File: src/rtl/pipeline_pkg.sv
// Shared definitions for the RV32I pipeline: forwarding selects, hazard FSM
// state and the decoder opcode constants.
package pipeline_pkg;

    localparam logic [1:0] FWD_RF = 2'b00;
    localparam logic [1:0] FWD_W  = 2'b01;
    localparam logic [1:0] FWD_M  = 2'b10;

    localparam logic [6:0] OP_LW     = 7'b0000011;
    localparam logic [6:0] OP_SW     = 7'b0100011;
    localparam logic [6:0] OP_R_TYPE = 7'b0110011;
    localparam logic [6:0] OP_BEQ    = 7'b1100011;
    localparam logic [6:0] OP_JAL    = 7'b1101111;
    localparam logic [6:0] OP_JALR   = 7'b1100111;
    localparam logic [6:0] OP_IMM    = 7'b0010011;

    typedef enum logic [1:0] {
        ST_RUN      = 2'd0,
        ST_MEM_WAIT = 2'd1,
        ST_TRAP     = 2'd2
    } hazState_t;

    // Registered FSM view; kept as one struct so the state is easy to probe.
    typedef struct packed {
        hazState_t state;
        logic      timeoutErr;
    } hazFsm_t;

    // The younger producer in M wins over the one in W; x0 never forwards.
    function automatic logic [1:0] fwdSel(
        input logic       regWriteM,
        input logic [4:0] rdM,
        input logic       regWriteW,
        input logic [4:0] rdW,
        input logic [4:0] rs
    );
        if (regWriteM && (rdM != 5'd0) && (rdM == rs)) begin
            return FWD_M;
        end else if (regWriteW && (rdW != 5'd0) && (rdW == rs)) begin
            return FWD_W;
        end
        return FWD_RF;
    endfunction

endpackage

File: src/rtl/pipeline_hazard_ctrl_sat_counter.sv
// Saturating up-counter used for the stall/flush performance counters.
module sat_counter #(
    parameter int WIDTH = 32
) (
    input  logic             clk,
    input  logic             rst,
    input  logic             inc,
    input  logic             clear,
    output logic [WIDTH-1:0] count
);

    always_ff @(posedge clk or posedge rst) begin
        if (rst) begin
            count <= '0;
        end else if (clear) begin
            count <= '0;
        end else if (inc && (count != {WIDTH{1'b1}})) begin
            count <= count + 1'b1;
        end
    end

endmodule

File: src/rtl/pipeline_hazard_ctrl.sv
// Hazard/stall controller for the 5-stage pipeline: forwarding, load-use
// interlock, data-memory wait FSM with timeout trap and event counters.
module pipeline_hazard_ctrl
    import pipeline_pkg::*;
#(
    parameter int XLEN_CNT    = 32,
    parameter int MEM_TIMEOUT = 255,
    parameter int TO_W        = 16
) (
    input  logic                clk,
    input  logic                rst,
    input  logic [4:0]          Rs1D,
    input  logic [4:0]          Rs2D,
    input  logic [4:0]          Rs1E,
    input  logic [4:0]          Rs2E,
    input  logic [4:0]          RdE,
    input  logic [4:0]          RdM,
    input  logic [4:0]          RdW,
    input  logic                RegWriteM,
    input  logic                RegWriteW,
    input  logic                ResultSrcE0,
    input  logic                PCSrcE,
    input  logic                MemReqM,
    input  logic                dmem_ready,
    output logic                StallF,
    output logic                StallD,
    output logic                StallE,
    output logic                StallM,
    output logic                FlushD,
    output logic                FlushE,
    output logic                FlushW,
    output logic [1:0]          ForwardAE,
    output logic [1:0]          ForwardBE,
    output logic                mem_timeout_err,
    output logic [XLEN_CNT-1:0] stall_cnt,
    output logic [XLEN_CNT-1:0] flush_cnt
);

    hazFsm_t         fsm;
    hazFsm_t         fsmNext;
    logic [TO_W-1:0] waitCnt;
    logic [TO_W-1:0] waitCntNext;
    logic            memStall;
    logic            lwStall;
    logic            holdAll;

    assign ForwardAE = fwdSel(RegWriteM, RdM, RegWriteW, RdW, Rs1E);
    assign ForwardBE = fwdSel(RegWriteM, RdM, RegWriteW, RdW, Rs2E);

    // A taken branch squashes the dependent instruction, so no interlock.
    assign lwStall  = ResultSrcE0 && (RdE != 5'd0) &&
                      ((RdE == Rs1D) || (RdE == Rs2D)) && !PCSrcE;
    assign memStall = MemReqM && !dmem_ready;

    assign mem_timeout_err = fsm.timeoutErr;

    always_ff @(posedge clk or posedge rst) begin
        if (rst) begin
            fsm     <= '{state: ST_RUN, timeoutErr: 1'b0};
            waitCnt <= '0;
        end else begin
            fsm     <= fsmNext;
            waitCnt <= waitCntNext;
        end
    end

    always_comb begin
        fsmNext     = fsm;
        waitCntNext = waitCnt;
        unique case (fsm.state)
            ST_RUN: begin
                if (memStall) begin
                    fsmNext.state = ST_MEM_WAIT;
                    waitCntNext   = TO_W'(1);
                end
            end
            ST_MEM_WAIT: begin
                if (!memStall) begin
                    fsmNext.state = ST_RUN;
                    waitCntNext   = '0;
                end else if (waitCnt == TO_W'(MEM_TIMEOUT)) begin
                    fsmNext.state      = ST_TRAP;
                    fsmNext.timeoutErr = 1'b1;
                end else begin
                    waitCntNext = waitCnt + 1'b1;
                end
            end
            ST_TRAP: begin
                fsmNext = fsm;
            end
            default: begin
                fsmNext.state = ST_RUN;
                waitCntNext   = '0;
            end
        endcase

        // Freezing the whole pipe hides PCSrcE; E is held so it resolves again on release.
        holdAll = (fsm.state == ST_TRAP) || memStall;
        if (holdAll) begin
            StallF = 1'b1;
            StallD = 1'b1;
            StallE = 1'b1;
            StallM = 1'b1;
            FlushD = 1'b0;
            FlushE = 1'b0;
            FlushW = 1'b1;
        end else begin
            StallF = lwStall;
            StallD = lwStall;
            StallE = 1'b0;
            StallM = 1'b0;
            FlushD = PCSrcE;
            FlushE = lwStall || PCSrcE;
            FlushW = 1'b0;
        end
    end

    sat_counter #(.WIDTH(XLEN_CNT)) uStallCnt (
        .clk   (clk),
        .rst   (rst),
        .inc   (StallF),
        .clear (1'b0),
        .count (stall_cnt)
    );

    sat_counter #(.WIDTH(XLEN_CNT)) uFlushCnt (
        .clk   (clk),
        .rst   (rst),
        .inc   (FlushE),
        .clear (1'b0),
        .count (flush_cnt)
    );

endmodule

File: config.mk
export PLATFORM = sky130hd
export DESIGN_NAME = pipeline_hazard_ctrl
export DESIGN_NICKNAME = d
export VERILOG_FILES = /design/src/rtl/pipeline_pkg.sv /design/src/rtl/pipeline_hazard_ctrl_sat_counter.sv /design/src/rtl/pipeline_hazard_ctrl.sv
export SDC_FILE = /design/constraint.sdc
export NUM_CORES = 1
export LEC_CHECK = 0
export CORE_ASPECT_RATIO = 1.75
export CORE_UTILIZATION = 51
export CTS_BUF_LIST = sky130_fd_sc_hd__clkbuf_8
export DETAILED_ROUTE_END_ITERATION = 10
export GPL_ROUTABILITY_DRIVEN = 0
export HOLD_SLACK_MARGIN = 0.12
export PLACE_DENSITY = 0.83
export SLEW_MARGIN = 15
export SYNTH_ARGS = -nofsm -noshare
export SYNTH_HDL_FRONTEND = slang
export SYNTH_SLANG_ARGS = --single-unit
File: constraint.sdc
create_clock -name clk -period 4.1 [get_ports clk]
set_input_delay 1.025 -clock clk [delete_from_list [all_inputs] [get_ports clk]]
set_output_delay 1.025 -clock clk [all_outputs]
set_load 0.1 [all_outputs]
==> results.cfg, run 1 <==
[sta]
tns_ns = 0
finalCritPeriodShare_pct = 97.76
maxSlewHeadroom_pct = 31.85
fin_ws_ns = 0.09177
skew_ns = 0.01335
worst_pin_slew_ns = 1.019
period_needed_ns = 4.008
setup_viol = 0
maxSlewViolCount = 0
hold_viol = 0
rsz0062_at_grt = no
fmax_ghz = 0.2495

[synthesis]
synth_edf_count = 0
synthesis.area_um2 = 4521
synthCells = 464
yosysMostFrequentCell = dfrtp_1
synth_area_per_cell_um2 = 9.743
synth_commonest_cells = dfrtp_1 (83), xor2_1 (49), xnor2_1 (45)
synth-seq-area-share_pct = 45.95
synth.ff_latch_count = 83
async_reset_ff_share_pct = 100.0
synth_cell_type_count = 45
synth_area_leaders = dfrtp_1 (46%), xor2_1 (9.5%), xnor2_1 (8.7%)
synth_top_area_cell = dfrtp_1
ys.flop_type = dfrtp_1
yosysWarnings = 0
syn_nets = 510
yosys.area.top_type_share_pct = 45.95

[place]
pre_cts_ws_ns = 0.09231
dpl_cell_area_um2 = 6001
port_buffers = 118
dp.cells = 695
dp_hpwl_um = 8942

[clocking]
clock_latency_ns = 0.36
numCtsBuffers = 9
htreeDepth = 3
clock-sinks = 83
postCtsHoldBufs = 0
postCtsSetupBuffers = 0
cts_resized = 0
cts_tree = yes
root_buffer = clkbuf_8
path_clk_slew_ns = 0.07
clockBufferDepth = 2

[setup_path]
worstPathMaxFanout = 3
crit_path_frequent_cell = or4_1
end_kind = primary output
crit_chain = clkdlybuf4s50_1 > or4_1 > o21ai_0 > or4_1 > nor4_4 > buf_12
cp_num_buf_inv = 2
reg2reg_slack_ns = 1.48
r2r-start = uFlushCnt.count[0]
crit_path_max_incr_delay_ns = 0.61
critical-path-slowest-cell = or4_1
cp-start-kind = input port
crit_type = in -> out
crit_required_ns = 3.07
ff2ff_path_depth = 6
reg2reg_to = uFlushCnt.count[1]
worstPathArrival_ns = 2.98
cpLargestDelayFamily = simple AND/OR/NAND/NOR gates

[final_layout]
diodes = 0
design_area_um2 = 6216
area_delta_synth_final_pct = 37.50
fin_nets = 635
instances_no_fill = 710
final_layout_size_suffix_gt1_share_pct = 9.275

[routing]
antenna_left = 0
wire_per_inst_um = 16.40
drc = 0
via_count = 3984
routed_wl_um = 11640
viasPerCell = 5.611
drt_iter0_drc = 271
dr.pass1.iters = 4

[floorplanning]
core_area_um2 = 8615
die_x_um = 73.17
die_y_um = 126.5
initial_utilization_pct = 52.48
io_pins = 119
row_count = 45
die_area_um2 = 9259

[hold_path]
hp-start = uStallCnt.count[18]
min_to = uStallCnt.count[18]
min_path_cells = 1
hp-class = reg -> reg

[grt]
antenna_found_initial = 0
top_usage_layer = met2
grt_pass1_wl_um = 18930
use_met3_pct = 4.130
grt_usage_pct = 26.51
grt.met2_usage_pct = 46.79
overflow = 0
grt_pass1_vias = 3949
met1_usage_pct = 30.54
grt_max_degree = 36

[pwr]
peakVddDrop_uv = 384.3
p_leak_uw = 0.002670
p_per_area_nw_per_um2 = 392.3

[outcome]
status = finished clean

[job]
maxCapViolations = 0
## state kept, by name, indices dropped and copies added (netlist names)
name	flops
uFlushCnt.count	32
uStallCnt.count	32
waitCnt	16
fsm	2
mem_timeout_err	1
## worst reg2reg max path: cells and delay by family (launching register included)
kind,cells,cell delay [ns]
multiplexers,1,0.38
adder cells (fa/ha/maj),1,0.22
AND/OR/NAND/NOR,4,1.47
flip-flops,1,0.44
## cell type report
class,count,area (µm²)
Fill cell,644,2399
Clock buffer,10,137.6
Sequential cell,83,2077
Timing Repair Buffer,129,1349
Tap cell,117,146.4
Inverter,14,53.80
Clock inverter,5,77.57
Multi-Input combinational cell,352,2375
## per-layer routing
metal	share of wire [%]	vias up
met5	0	-
met1	38	1942
met4	1.5	0
li1	-	1897
met2	55	129
met3	5.3	16
## metrics by stage
step / utilization [%] / hold slack, ns / total power [µW]
4_1_cts: 72.16 / 0.4866 / 2454
3_5_place_dp: 69.66 / 0.4706 / 1809
6_report: 72.16 / 0.4913 / 2438
5_1_grt: 72.16 / 0.5134 / 2525
2_1_floorplan: - / 0.4461 / 1561
3_3_place_gp: 69.66 / 0.4508 / 1794
## layout by cell type (no fill, tap or decap), types with 10 or more instances in the layout
cell type,instances
xnor2_1,45
xor2_1,49
nor2_1,25
nor4_1,13
nor3_1,23
buf_4,13
clkdlybuf4s50_1,107
inv_1,13
and3_1,13
nand2_1,41
nand3_1,31
clkbuf_8,10
o21ai_0,23
dfrtp_1,83
nand4_1,18
## worst max path at each step
stage	startpoint	to	cells after the start
finish	RdW[4]	ForwardAE[0]	6
global route	RdW[4]	ForwardAE[0]	6
CTS	RdW[4]	ForwardAE[0]	6
detailed placement	RdW[4]	ForwardAE[0]	6
global placement	RdW[4]	ForwardAE[0]	6
floorplan	RdM[1]	ForwardAE[0]	4
## report_power, final
part	internal, µW	switching (µW)
Sequential	877	89.0
Clock	354	291
Combinational	229	598
Total	1460	978
## kinds of logic after synthesis
kind of cell,Yosys count,synth area share (%)
compound gates,47,6.449
xor+xnor,94,18.21
flops,83,45.95
buf+inv,29,3.238
mux,2,0.4982
simple gates,206,24.83
fa+ha+maj,3,0.8304
Power figures use the tool's default switching activity.
==> run 2: changes to the inputs <==
CAP_MARGIN = 25   (was not set)
GPL_ROUTABILITY_DRIVEN = not set   (was 0)
clock period = 3.8 ns   (was 4.1 ns; I/O delays follow)
==> results.cfg, run 2 (same netlist as run 1, synthesis figures left out) <==
[outcome]
status = finished clean

[floorplanning]
die_area_um2 = 9259
die_y_um = 126.5
die_x_um = 73.17
initial_utilization_pct = 52.48
row_count = 45
io_pins = 119
core_area_um2 = 8615

[final_layout]
mostFrequentLayoutCell = clkdlybuf4s50_1
area_delta_synth_final_pct = 38.94
fin_nets = 639
layout_common_cells = clkdlybuf4s50_1 (104), dfrtp_1 (83), xor2_1 (49), xnor2_1 (45), nand2_1 (41)
largestRegisters = uFlushCnt.count x32, uStallCnt.count x32, waitCnt x16
final_layout_size_suffix_gt1_share_pct = 10.40
instances_no_fill = 713
diodes = 0
fill_cells = 665
final_util_pct = 72.91

[clocking]
cts_tree = yes
path_clk_slew_ns = 0.08
htreeDepth = 3
numCtsBuffers = 9
clock_latency_ns = 0.35
clock-sinks = 83
root_buffer = clkbuf_8
clockBufferDepth = 2

[routing]
drt_iter0_drc = 218
antenna_left = 0
routed_wl_um = 11580
dr.pass1.iters = 5
wire_per_inst_um = 16.24
via_count = 3964
drc = 0
viasPerCell = 5.560

[sta]
setup_viol = 0
tns_ns = 0
skew_ns = 0.009897
hold_viol = 0
maxSlewHeadroom_pct = 33.73
finalCritPeriodShare_pct = 99.11
period_needed_ns = 3.766
maxSlewViolCount = 0
worst_pin_slew_ns = 0.9910
fin_ws_ns = 0.03386
fmax_ghz = 0.2655

[place]
port_buffers = 118
dp_hpwl_um = 8731
place_congestion = 0.8383
pre_cts_ws_ns = 0.007764
dp.cells = 698

[grt]
grt_pass1_wl_um = 18380
overflow = 0
grt_pass1_vias = 3972
grt_max_degree = 33
grt_usage_pct = 25.45
antenna_found_initial = 0

[pwr]
swShare_pct = 40.13
p_sw_uw = 1047
peakVddDrop_uv = 898.4
internal-power_uw = 1562
power_frac_seq_pct = 39.7
p_leak_uw = 0.002712
clkPwrFrac_pct = 25.6
p_per_area_nw_per_um2 = 415.3
p_comb_share_pct = 34.7
report.power.total_uw = 2609

[setup_path]
crit_required_ns = 2.85
worstPathArrival_ns = 2.82
cp-start-kind = input port
end_kind = primary output
crit_type = in -> out
worstPathMaxFanout = 2

[hold_path]
hp-class = reg -> reg

[job]
maxCapViolations = 0
## run 2: cell count changes in the layout (fill, tap and decap cells not counted), sizes merged
| cell | delta |
|---|---|
| buf | +5 |
| clkinv | -1 |
| clkdlybuf4s50 | -3 |
| clkinvlp | +1 |
| clkbuf | -1 |
| dlymetal6s2s | +2 |
## run 2: per-stage QoR
step | hold slack, ns | instance area (µm²)
final | 0.4872 | 6281
after global routing | 0.5108 | 6281
after CTS | 0.4925 | 6261
after detailed placement | 0.4778 | 6057
after global placement | 0.4521 | 6057
after floorplan | 0.4461 | 4611
## run 2: critical path: stages
cell,delay (ns)
clkdlybuf4s50_1,0.50
or4_1,0.11
o21ai_0,0.11
or4_4,0.59
nor4_4,0.34
buf_12,0.21
## run 2: worst paths after layout
kind | startpoint | to | slack (ns) | cells after the start
worst max-delay path | RdW[3] | ForwardAE[0] | 0.03 | 6
worst min-delay path | mem_timeout_err | mem_timeout_err | 0.49 | 1
worst max register to register | uFlushCnt.count[0] | uFlushCnt.count[1] | 1.28 | 6
worst min register to register | mem_timeout_err | mem_timeout_err | 0.49 | 1
max in group asynchronous | rst | uFlushCnt.count[4] | 2.18 | 3
min in group asynchronous | rst | uStallCnt.count[2] | 0.89 | 2
## run 2: area by class of cell
class	instances	area, µm²	share of cell area, %
Timing Repair Buffer	133	1406	22.39
Multi-Input combinational cell	352	2394	38.11
Inverter	14	53.80	0.8566
Clock buffer	9	123.9	1.972
Clock inverter	5	80.08	1.275
Tap cell	117	146.4	2.331
Sequential cell	83	2077	33.07
## run 2: power groups by stage
stage	clock [µW]	combinational (µW)	sequential, µW
final	669	904	1040
after floorplan	0	224	1460
after global placement	0	890	1040
after global routing	712	939	1050
after detailed placement	0	901	1050
after CTS	679	906	1040
## run 2: repair_timing
item	CTS	global route
buffers inserted	0	1
hold buffers	0	0
pin swaps	2	3
setup endpoints to repair	1	2
resized for setup	0	4
cloned	0	0
## run 2: layer usage
layer  share of wire (%)  global-route usage (%)  routed length (µm)  vias up
met2                  54                   46.13                6197      123
met5                   0                       0                   0        -
met3                 5.0                   4.686                 582       19
met1                  39                   28.97                4531     1926
met4                 2.3                   9.112                 267        0
li1                    -                       -                   -     1896
